===== src/rtl/rbs_pkg.sv =====
// Shared RBS ring definitions: default widths, the ring-word layout and
// the default register-map region bases used by the ring register slave.
package rbs_pkg;

    localparam int unsigned RBS_DATA_WIDTH = 32;
    localparam int unsigned RBS_ADDR_WIDTH = 30;
    localparam int unsigned RBS_SRC_WIDTH  = 2;
    localparam int unsigned RBS_TAG_WIDTH  = 8;

    localparam logic [RBS_DATA_WIDTH-1:0] RBS_BAD_ADDR_DATA = 32'hDEAD_BEEF;

    localparam int unsigned RBS_NUM_SW_REGS = 4;
    localparam int unsigned RBS_NUM_HW_REGS = 2;
    localparam int unsigned RBS_NUM_CNTRS   = 4;

    // Region bases of the local offset map: sw regs, then hw regs, then counters
    localparam int unsigned RBS_SW_BASE  = 0;
    localparam int unsigned RBS_HW_BASE  = RBS_SW_BASE + RBS_NUM_SW_REGS;
    localparam int unsigned RBS_CNT_BASE = RBS_HW_BASE + RBS_NUM_HW_REGS;
    localparam int unsigned RBS_MAP_END  = RBS_CNT_BASE + RBS_NUM_CNTRS;

    typedef struct packed {
        logic                      req;
        logic                      ack;
        logic                      rd_wr_l;
        logic [RBS_ADDR_WIDTH-1:0] addr;
        logic [RBS_DATA_WIDTH-1:0] data;
        logic [RBS_SRC_WIDTH-1:0]  src;
    } rbs_word_t;

endpackage


===== src/rtl/rbs_sat_counter.sv =====
// Saturating event counter with a synchronous clear; an increment that
// coincides with a clear is kept, so the counter restarts at one.
module rbs_sat_counter #(
    parameter int unsigned C_WIDTH = 32
) (
    input  logic               clk,
    input  logic               resetn,
    input  logic               inc,
    input  logic               clr,
    output logic [C_WIDTH-1:0] count
);

    localparam logic [C_WIDTH-1:0] ONE = {{(C_WIDTH-1){1'b0}}, 1'b1};

    logic [C_WIDTH-1:0] count_r;

    // Count events, holding at all-ones instead of wrapping
    always_ff @(posedge clk or negedge resetn) begin
        if (!resetn) begin
            count_r <= '0;
        end else if (clr) begin
            count_r <= inc ? ONE : '0;
        end else if (inc && (count_r != '1)) begin
            count_r <= count_r + ONE;
        end
    end

    assign count = count_r;

endmodule


===== src/rtl/rbs_ring_reg_slave.sv =====
// RBS ring register node: one registered ring stage that services words tagged
// for this block. Optional macro RBS_CNTR_CLEAR_ON_READ_EN makes counter reads clear.
module rbs_ring_reg_slave
    import rbs_pkg::*;
#(
    parameter int unsigned                C_RBS_DATA_WIDTH = RBS_DATA_WIDTH,
    parameter int unsigned                C_RBS_ADDR_WIDTH = RBS_ADDR_WIDTH,
    parameter int unsigned                C_RBS_SRC_WIDTH  = RBS_SRC_WIDTH,
    parameter int unsigned                C_TAG_WIDTH      = RBS_TAG_WIDTH,
    parameter logic [C_TAG_WIDTH-1:0]     C_TAG            = 8'h10,
    parameter int unsigned                C_NUM_SW_REGS    = RBS_NUM_SW_REGS,
    parameter int unsigned                C_NUM_HW_REGS    = RBS_NUM_HW_REGS,
    parameter int unsigned                C_NUM_CNTRS      = RBS_NUM_CNTRS,
    parameter logic [C_RBS_DATA_WIDTH-1:0] C_BAD_ADDR_DATA = RBS_BAD_ADDR_DATA
) (
    input  logic                                      clk,
    input  logic                                      resetn,
    input  logic                                      reg_req_in,
    input  logic                                      reg_ack_in,
    input  logic                                      reg_rd_wr_L_in,
    input  logic [C_RBS_ADDR_WIDTH-1:0]               reg_addr_in,
    input  logic [C_RBS_DATA_WIDTH-1:0]               reg_data_in,
    input  logic [C_RBS_SRC_WIDTH-1:0]                reg_src_in,
    output logic                                      reg_req_out,
    output logic                                      reg_ack_out,
    output logic                                      reg_rd_wr_L_out,
    output logic [C_RBS_ADDR_WIDTH-1:0]               reg_addr_out,
    output logic [C_RBS_DATA_WIDTH-1:0]               reg_data_out,
    output logic [C_RBS_SRC_WIDTH-1:0]                reg_src_out,
    output logic [C_NUM_SW_REGS*C_RBS_DATA_WIDTH-1:0] sw_regs_out,
    input  logic [C_NUM_HW_REGS*C_RBS_DATA_WIDTH-1:0] hw_regs_in,
    input  logic [C_NUM_CNTRS-1:0]                    cntr_inc
);

    localparam int unsigned DW       = C_RBS_DATA_WIDTH;
    localparam int unsigned NUM_REGS = C_NUM_SW_REGS + C_NUM_HW_REGS + C_NUM_CNTRS;
    localparam int unsigned OFF_W    = $clog2(NUM_REGS);
    localparam int unsigned MID_W    = C_RBS_ADDR_WIDTH - C_TAG_WIDTH - OFF_W;
    localparam int unsigned HW_BASE  = C_NUM_SW_REGS;
    localparam int unsigned CNT_BASE = C_NUM_SW_REGS + C_NUM_HW_REGS;

    logic [C_TAG_WIDTH-1:0] tag_s;
    logic [MID_W-1:0]       mid_s;
    logic [31:0]            off_ext_s;
    logic                   hit_s;
    logic                   mid_zero_s;
    logic                   wr_hit_s;
    logic                   rd_hit_s;
    logic [DW-1:0]          rd_val_s;
    logic [C_NUM_SW_REGS-1:0] sw_we_s;
    logic [C_NUM_CNTRS-1:0] cnt_clr_s;
    logic [DW-1:0]          cnt_val_s [C_NUM_CNTRS];
    logic [DW-1:0]          sw_regs_r [C_NUM_SW_REGS];
    rbs_word_t              out_r;

    assign tag_s      = reg_addr_in[C_RBS_ADDR_WIDTH-1 -: C_TAG_WIDTH];
    assign mid_s      = reg_addr_in[C_RBS_ADDR_WIDTH-C_TAG_WIDTH-1:OFF_W];
    assign off_ext_s  = 32'(reg_addr_in[OFF_W-1:0]);
    assign mid_zero_s = (mid_s == {MID_W{1'b0}});
    assign hit_s      = reg_req_in & ~reg_ack_in & (tag_s == C_TAG);
    assign wr_hit_s   = hit_s & ~reg_rd_wr_L_in & mid_zero_s;
    assign rd_hit_s   = hit_s & reg_rd_wr_L_in & mid_zero_s;

    // Read mux over the local map; anything unmatched keeps the bad-address pattern
    always_comb begin
        rd_val_s = C_BAD_ADDR_DATA;
        for (int i = 0; i < int'(C_NUM_SW_REGS); i++) begin
            rd_val_s = (mid_zero_s && off_ext_s == 32'(i)) ? sw_regs_r[i] : rd_val_s;
        end
        for (int j = 0; j < int'(C_NUM_HW_REGS); j++) begin
            rd_val_s = (mid_zero_s && off_ext_s == 32'(HW_BASE + j)) ?
                       hw_regs_in[j*DW +: DW] : rd_val_s;
        end
        for (int k = 0; k < int'(C_NUM_CNTRS); k++) begin
            rd_val_s = (mid_zero_s && off_ext_s == 32'(CNT_BASE + k)) ? cnt_val_s[k] : rd_val_s;
        end
    end

    // Per-register write enables and counter instances
    genvar g;
    generate
        for (g = 0; g < C_NUM_SW_REGS; g++) begin : g_sw
            assign sw_we_s[g] = wr_hit_s & (off_ext_s == 32'(g));
            assign sw_regs_out[g*DW +: DW] = sw_regs_r[g];
        end
        for (g = 0; g < C_NUM_CNTRS; g++) begin : g_cnt
`ifdef RBS_CNTR_CLEAR_ON_READ_EN
            assign cnt_clr_s[g] = rd_hit_s & (off_ext_s == 32'(CNT_BASE + g));
`else
            assign cnt_clr_s[g] = 1'b0;
`endif
            rbs_sat_counter #(
                .C_WIDTH (DW)
            ) u_cnt (
                .clk    (clk),
                .resetn (resetn),
                .inc    (cntr_inc[g]),
                .clr    (cnt_clr_s[g]),
                .count  (cnt_val_s[g])
            );
        end
    endgenerate

    // Software register file, committed on the same edge that forwards the write
    always_ff @(posedge clk or negedge resetn) begin
        if (!resetn) begin
            for (int i = 0; i < int'(C_NUM_SW_REGS); i++) begin
                sw_regs_r[i] <= '0;
            end
        end else begin
            for (int i = 0; i < int'(C_NUM_SW_REGS); i++) begin
                if (sw_we_s[i]) begin
                    sw_regs_r[i] <= reg_data_in;
                end
            end
        end
    end

    // Ring pipeline stage: forward every word, marking and filling serviced ones
    always_ff @(posedge clk or negedge resetn) begin
        if (!resetn) begin
            out_r <= '0;
        end else begin
            out_r.req     <= reg_req_in;
            out_r.ack     <= reg_ack_in | hit_s;
            out_r.rd_wr_l <= reg_rd_wr_L_in;
            out_r.addr    <= reg_addr_in;
            out_r.data    <= (hit_s && reg_rd_wr_L_in) ? rd_val_s : reg_data_in;
            out_r.src     <= reg_src_in;
        end
    end

    assign reg_req_out     = out_r.req;
    assign reg_ack_out     = out_r.ack;
    assign reg_rd_wr_L_out = out_r.rd_wr_l;
    assign reg_addr_out    = out_r.addr;
    assign reg_data_out    = out_r.data;
    assign reg_src_out     = out_r.src;

    // Reads of unmapped offsets in the hit path need no extra state
    logic unused_s;
    assign unused_s = rd_hit_s;

endmodule


===== config.mk =====
export PLATFORM = sky130hd
export DESIGN_NAME = rbs_ring_reg_slave
export DESIGN_NICKNAME = d
export VERILOG_FILES = /design/src/rtl/rbs_pkg.sv /design/src/rtl/rbs_sat_counter.sv /design/src/rtl/rbs_ring_reg_slave.sv
export SDC_FILE = /design/constraint.sdc
export NUM_CORES = 1
export LEC_CHECK = 0
export BUFFER_PORTS_ARGS = -buffer_cell sky130_fd_sc_hd__buf_4
export CAP_MARGIN = 20
export CORE_ASPECT_RATIO = 0.9
export CORE_MARGIN = 10
export CORE_UTILIZATION = 50
export DETAILED_ROUTE_END_ITERATION = 10
export PLACE_DENSITY = 0.83
export SLEW_MARGIN = 20
export SYNTH_ARGS = -nofsm -noshare
export SYNTH_HDL_FRONTEND = slang
export SYNTH_HIERARCHICAL = 1
export SYNTH_SLANG_ARGS = --single-unit

===== constraint.sdc =====
create_clock -name clk -period 2.9 [get_ports clk]
set_clock_uncertainty 0.05 [all_clocks]
set_input_delay 0.435 -clock clk [delete_from_list [all_inputs] [get_ports clk]]
set_output_delay 0.435 -clock clk [all_outputs]
set_load 0.01 [all_outputs]

==> results of run 1 <==
==> state kept, by name, summed over array words and instances, names as in the netlist <==
name,cells
reg_addr_out,30
reg_ack_out,1
g_cnt.u_cnt/count,128
reg_rd_wr_L_out,1
reg_req_out,1
sw_regs_out,128
reg_src_out,2
reg_data_out,32
==> cells in the final DEF, fill, tap and decap left out, types with 12 or more instances in the layout <==
cell and count:
a211o_1 12, a21oi_1 134, a22oi_1 14, and3_1 12, and4_1 15, buf_12 15
buf_4 431, clkbuf_16 37, conb_1 16, dfrtp_1 323, dlygate4sd3_1 30, inv_1 29
mux2_1 62, mux2_2 73, nand2_1 75, nand3_1 61, nand4_1 34, nor2_1 82
nor3_1 31, nor4_1 27, o21ai_0 101, o221ai_1 25, o22a_1 12, o22ai_1 52
o31ai_1 33, or3_1 66, or4_1 28, xnor2_1 22
==> synth_stat cells (all sizes together) (14+ instances only) <==
cell type	count
dfrtp	323
mux2	135
a21oi	134
o21ai	101
nor2	83
nand2	76
or3	67
nand3	63
clkbuf	58
o22ai	52
buf	41
nand4	38
or4	35
o31ai	34
nor3	33
nor4	31
inv	29
o221ai	25
xnor2	22
and4	15
a22oi	14
==> worst max path at each step <==
stage,endpoint,slack (ns),cells after the start
floorplan,g_cnt[2].u_cnt/count[28],0.59,6
global placement,reg_data_out[5],0.13,8
detailed placement,reg_data_out[5],0.08,8
CTS,sw_regs_out[123],0.07,9
global route,sw_regs_out[123],0.001,9
finish,sw_regs_out[123],0.03,9
==> per-stage QoR <==
stage               area (sq um)  hold slack, ns
floorplan                  16500          0.0894
global placement           20100           0.430
detailed placement         20100           0.435
CTS                        21700          0.0235
global route               21700          0.0329
finish                     21700          0.0427
==> repair_timing <==
item / 4_1_cts / 5_1_grt
resized for setup: 0 / 1
hold endpoints to repair: 104 / 0
endpoints found under the setup margin: 0 / 3
hold buffers: 30 / 0
==> kinds of logic (layout without fill, tap and decap cells) <==
kind of cell | after synthesis | count (layout) | share of synthesized area (%)
DFF | 323 | 323 | 49.1
buffers and inverters | 128 | 569 | 3.35
adders and majority gates | 4 | 4 | 0.304
xor gates and xnor gates | 29 | 29 | 1.54
muxes | 150 | 150 | 10.5
other | 1 | 17 | 0.0228
and+or+nand+nor | 496 | 496 | 17.2
AOI/OAI and AO/OA | 462 | 462 | 18.0
==> routing by layer <==
layer  vias up  track usage, %  wire, microns
met2      1232            51.5          30600
met5         -               0              0
met1      8126            44.8          27300
met3       226            8.72           8480
met4         0            18.0           4110
li1       6949               -              -
==> power by group <==
part           switching, mW  internal [mW]
Sequential            0.0505           4.57
Combinational          0.523          0.363
Clock                   1.90           2.83
Total                   2.47           7.76
==> area by class of cell <==
type	count	area [sq um]
tap	416	520
clock buffer	51	1070
timing repair buffer	477	3850
multi-input combinational	1157	7890
antenna	1	2.50
clock inverter	12	139
fill	2454	10500
inverter	29	109
sequential	323	8080
==> impl_results.md, run 1 <==
* Worst path most repeated cell: buf_4
* Drt drc at 0
* Final core utilization at 67.3%
* Setup ws final at 0.0300 ns
* Starting Density at 51.1%
* Worst Reg-to-Reg Cells at 6
* Max incr delay on CP at 0.55 ns
* Synth cell types at 78
* Die height at 192 microns
* Slew @ Worst Pin at 0.763 ns
* Leak at 9.86 nW
* Worst-path clk slew at 0.06 ns
* CP max FO at 32
* Initial antenna violation count at 1
* Fin nets at 2165
* RR Startpoint: g_cnt[2].u_cnt/count[21]
* Max-slew violations at 0
* Fin cells at 2466
* P per Cell Area at 472 nW/um^2
* Slowest cell on crit path: dlygate4sd3_1
* Reg2reg end: g_cnt[2].u_cnt/count[29]
* Post-synth top area share at 49.1%
* CP top delay family: simple AND/OR/NAND/NOR gates
* Sink Count at 323
* H-tree depth at 2
* Final ANT Viol Nets at 0
* Synth area leaders: dfrtp_1 49%, mux2_2 5.0%, mux2_1 4.2%
* EDFF count, synth at 0
* Setup_tns at 0 ns
* Global-route wire length before repair at 105000 microns
* Post-synthesis area per instance at 10.3 sq um
* Yosys top cell by area: dfrtp_1
* Critical path type: primary input to register
* WL final at 70500 microns
* Peak supply drop at 0.503 mV
* CTS Buf Count at 36
* DIE AREA at 40600 sq um
* Clock root buffer: clkbuf_16
* Fin crit share at 99.0%
* Cells along the critical path: dlygate4sd3_1 > buf_4 > nor4_2 > buf_4 > and3_1 > nand2_2 > nor4_4 > buf_12 > mux2_2
* RSZ-0062 raised after global routing: no
* CTS tree: done
* Post CTS Setup Buffer Count at 0
* Gr usage total at 34.2%
* IO Pins at 332
* # rows at 62
* Final HPWL DP at 53200 microns
* Reg2Reg Setup Slack at 0.21 ns
* Synth Register Bits at 323
* Hold EP: reg_rd_wr_L_out
* GRT overflow at 0
* Post-Syn Area at 16500 sq um
* Ys flop type: dfrtp_1
* Total Power at 10.2 mW
* Fmax at 348 MHz
* Synth async-reset ratio at 100%
* Worst Hold Depth at 1
* WP buf/inv at 4
* Vias/cell at 6.70
* Core Region at 32200 sq um
* WP data arrival at 3.21 ns
* Final hold violation count at 0
* Synth warnings at 6
* Drt first pass iters at 6
* Longest Clk Path Bufs at 3
* Layout cell share with drive strength beyond 1 at 30.2%
* Wire per inst at 28.6 microns
* Post-Place Cells at 2372
* Post-Syn Instances at 1593
* Status: finished, final reports clean
* Vias in the first global route at 16442
* Sequential fraction of the synthesis area at 49.1%
* Critical Path Sink Type: register
* Global placement routability congestion at 1.02
* Clock Latency Late Sink at 0.53 ns
* Count of input and output buffers at 331
* Final setup fails at 0
* Max-slew headroom at 48.7%
* DRT iter0 DRCs at 2255
* Area grow syn2layout at 31.7%
* CP startpoint: reg_addr_in[5]
* Worst slack at placement at 0.0838 ns
* Via count at 16533
* Die width at 211 microns
* HP Class: primary input to register
* Max-Cap Viols at 0
* WP data required at 3.24 ns
* Crit path time final at 2.87 ns
* Type of origin of the critical path: primary input
* Hold Crit Start: reg_rd_wr_L_in
* Pin count of the biggest net entering global routing at 82
No activity file was read; power rests on OpenSTA's default activity.
==> run 2, diff against run 1 <==
CTS_CLUSTER_DIAMETER = 150   (was unset)
PLACE_DENSITY = 0.86   (was 0.83)
clock period = 2.6 ns   (was 2.9 ns; I/O delays follow)
==> run 2 against run 1 <==
Routed wire length grew 3.9%. Flip-flop and latch count is the same. Register-to-register slack lost 0.15 ns. Critical path type unchanged.
==> impl_results.md, run 2 (synthesis gave the netlist of run 1 again) <==
* WHS at 0.0327 ns (-0.00994 ns)
* Worst-path clk slew at 0.06 ns (about the same)
* Area grow syn2layout at 35.0%
* Vias/cell at 6.80 (+1.4%)
* # rows at 62 (unchanged)
* Fmax at 386 MHz
* Type of origin of the critical path: primary input
* Core Region at 32200 sq um (unchanged)
* Leak at 10.2 nW (+3.2%)
* Max-slew violations at 0 (unchanged)
* Crit path time final at 2.59 ns
* Global-route wire length before repair at 107000 microns (+1.3%)
* WP data required at 2.94 ns (-0.30 ns)
* Most frequent cells in the layout: 484 x buf_4, 323 x dfrtp_1, 134 x a21oi_1, 100 x o21ai_0, 82 x nor2_1
* Via count at 17144 (+3.7%)
* Longest Clk Path Bufs at 3 (unchanged)
* H-tree depth at 2 (unchanged)
* Die width at 211 microns (unchanged)
* Critical Path Sink Type: register
* Drt first pass iters at 6 (unchanged)
* Slew @ Worst Pin at 0.702 ns (-0.0607 ns)
* Total Power at 11.7 mW (+14%)
* P per Cell Area at 525 nW/um^2 (+11%)
* Critical path type: primary input to register
* DIE AREA at 40600 sq um (unchanged)
* Slowest cell on crit path: dlygate4sd3_1
* Final ANT Viol Nets at 0 (unchanged)
* Final hold violation count at 0 (unchanged)
* Fin crit share at 99.6%
* Max-slew headroom at 52.7% (+4.1 points)
* Worst slack at placement at -0.0268 ns (-0.111 ns)
* CP max FO at 5 (-84%)
* Post CTS Setup Buffer Count at 0 (unchanged)
* Commonest non-fill, non-tap cell in the layout: buf_4
* Initial antenna violation count at 2 (+1)
* Global placement routability congestion at 1.03 (+0.34%)
* Final setup fails at 0 (unchanged)
* Clock root buffer: clkbuf_16
* Post-Place Cells at 2426 (+2.3%)
* WP buf/inv at 6 (+2)
* WL final at 73200 microns (+3.9%)
* Pin count of the biggest net entering global routing at 76 (-7.3%)
* Fin nets at 2220 (+2.5%)
* Wire per inst at 29.0 microns (+1.6%)
* Cells along the critical path: dlygate4sd3_1 > buf_4 > nor4_2 > buf_4 > and3_1 > buf_4 > buf_4 > nand3_1 > o32ai_1 > o31ai_1 > buf_4
* Clock Latency Late Sink at 0.53 ns (about the same)
* Sink Count at 323 (unchanged)
* Max incr delay on CP at 0.54 ns (about the same)
* Worst path most repeated cell: buf_4
* Setup ws final at 0.0112 ns (-0.0188 ns)
* Peak supply drop at 0.432 mV (-14%)
* CP top delay family: buffers and inverters
* Fillers at 2373 (-3.3%)
* Gr usage total at 34.8% (+0.58 points)
* CTS Buf Count at 36 (unchanged)
* DRT iter0 DRCs at 2411 (+6.9%)
* Die height at 192 microns (unchanged)
* WP data arrival at 2.93 ns (-0.28 ns)
* Max-Cap Viols at 0 (unchanged)
* Final HPWL DP at 54500 microns (+2.3%)
* Drt drc at 0 (unchanged)
* Final core utilization at 69.0% (+1.7 points)
* HP Class: primary input to register
* Starting Density at 51.1% (unchanged)
* GRT overflow at 0 (unchanged)
* Layout cell share with drive strength beyond 1 at 32.5% (+2.3 points)
* Status: finished, final reports clean
* Fin cells at 2521 (+2.2%)
* IO Pins at 332 (unchanged)
* Vias in the first global route at 16560 (+0.72%)
* Count of input and output buffers at 331 (unchanged)
* CTS tree: done
-- run 2: changes by cell type in the layout (fill, tap and decap cells not counted), sizes merged --
cell / delta
buf: +54
bufinv: +2
clkbuf: +1
clkinv: -2
-- run 2: layer usage --
| layer | up-vias | share of wire [%] | GRT usage, % |
|---|---|---|---|
| met5 | - | 0 | 0 |
| met2 | 1435 | 43 | 52.4 |
| met4 | 0 | 6.1 | 17.5 |
| li1 | 7094 | - | - |
| met1 | 8345 | 37 | 45.6 |
| met3 | 270 | 14 | 9.32 |
-- run 2: power by group --
group | total, mW | switching, mW | internal (mW)
clock | 5.50 | 2.12 | 3.38
combinational | 1.01 | 0.595 | 0.414
sequential | 5.15 | 0.0581 | 5.10
-- run 2: worst paths after layout --
check / start / to / slack (ns) / depth (start not counted)
worst max-delay path: reg_addr_in[13] / reg_data_out[23] / 0.01 / 11
worst min-delay path: reg_rd_wr_L_in / reg_rd_wr_L_out / 0.03 / 1
worst max register to register: g_cnt[1].u_cnt/count[0] / g_cnt[1].u_cnt/count[30] / 0.06 / 6
worst min register to register: sw_regs_out[34] / sw_regs_out[34] / 0.48 / 1
max in group asynchronous: resetn / sw_regs_out[79] / 1.24 / 3
min in group asynchronous: resetn / sw_regs_out[62] / 0.38 / 2
-- run 2: cell type report --
type	count	area, sq um	area share (%)
inverter	29	109	0.490
clock inverter	12	185	0.834
clock buffer	51	1080	4.86
antenna	1	2.50	0.0113
multi-input combinational	1157	7950	35.8
timing repair buffer	532	4290	19.3
sequential	323	8080	36.4
tap	416	520	2.34
-- run 2: repair_timing --
item / 4_1_cts / 5_1_grt
hold buffers: 30 / 0
hold endpoints to repair: 93 / 0
endpoints found under the setup margin: 0 / 153
gates resized for setup: 0 / 13
-- run 2: stage by stage --
| step | cell area [sq um] | TNS (ns) |
|---|---|---|
| finish | 22200 | 0 |
| global placement | 20600 | 0 |
| global route | 22200 | -0.00812 |
| CTS | 22100 | 0 |
| floorplan | 16500 | 0 |
| detailed placement | 20600 | -0.0690 |
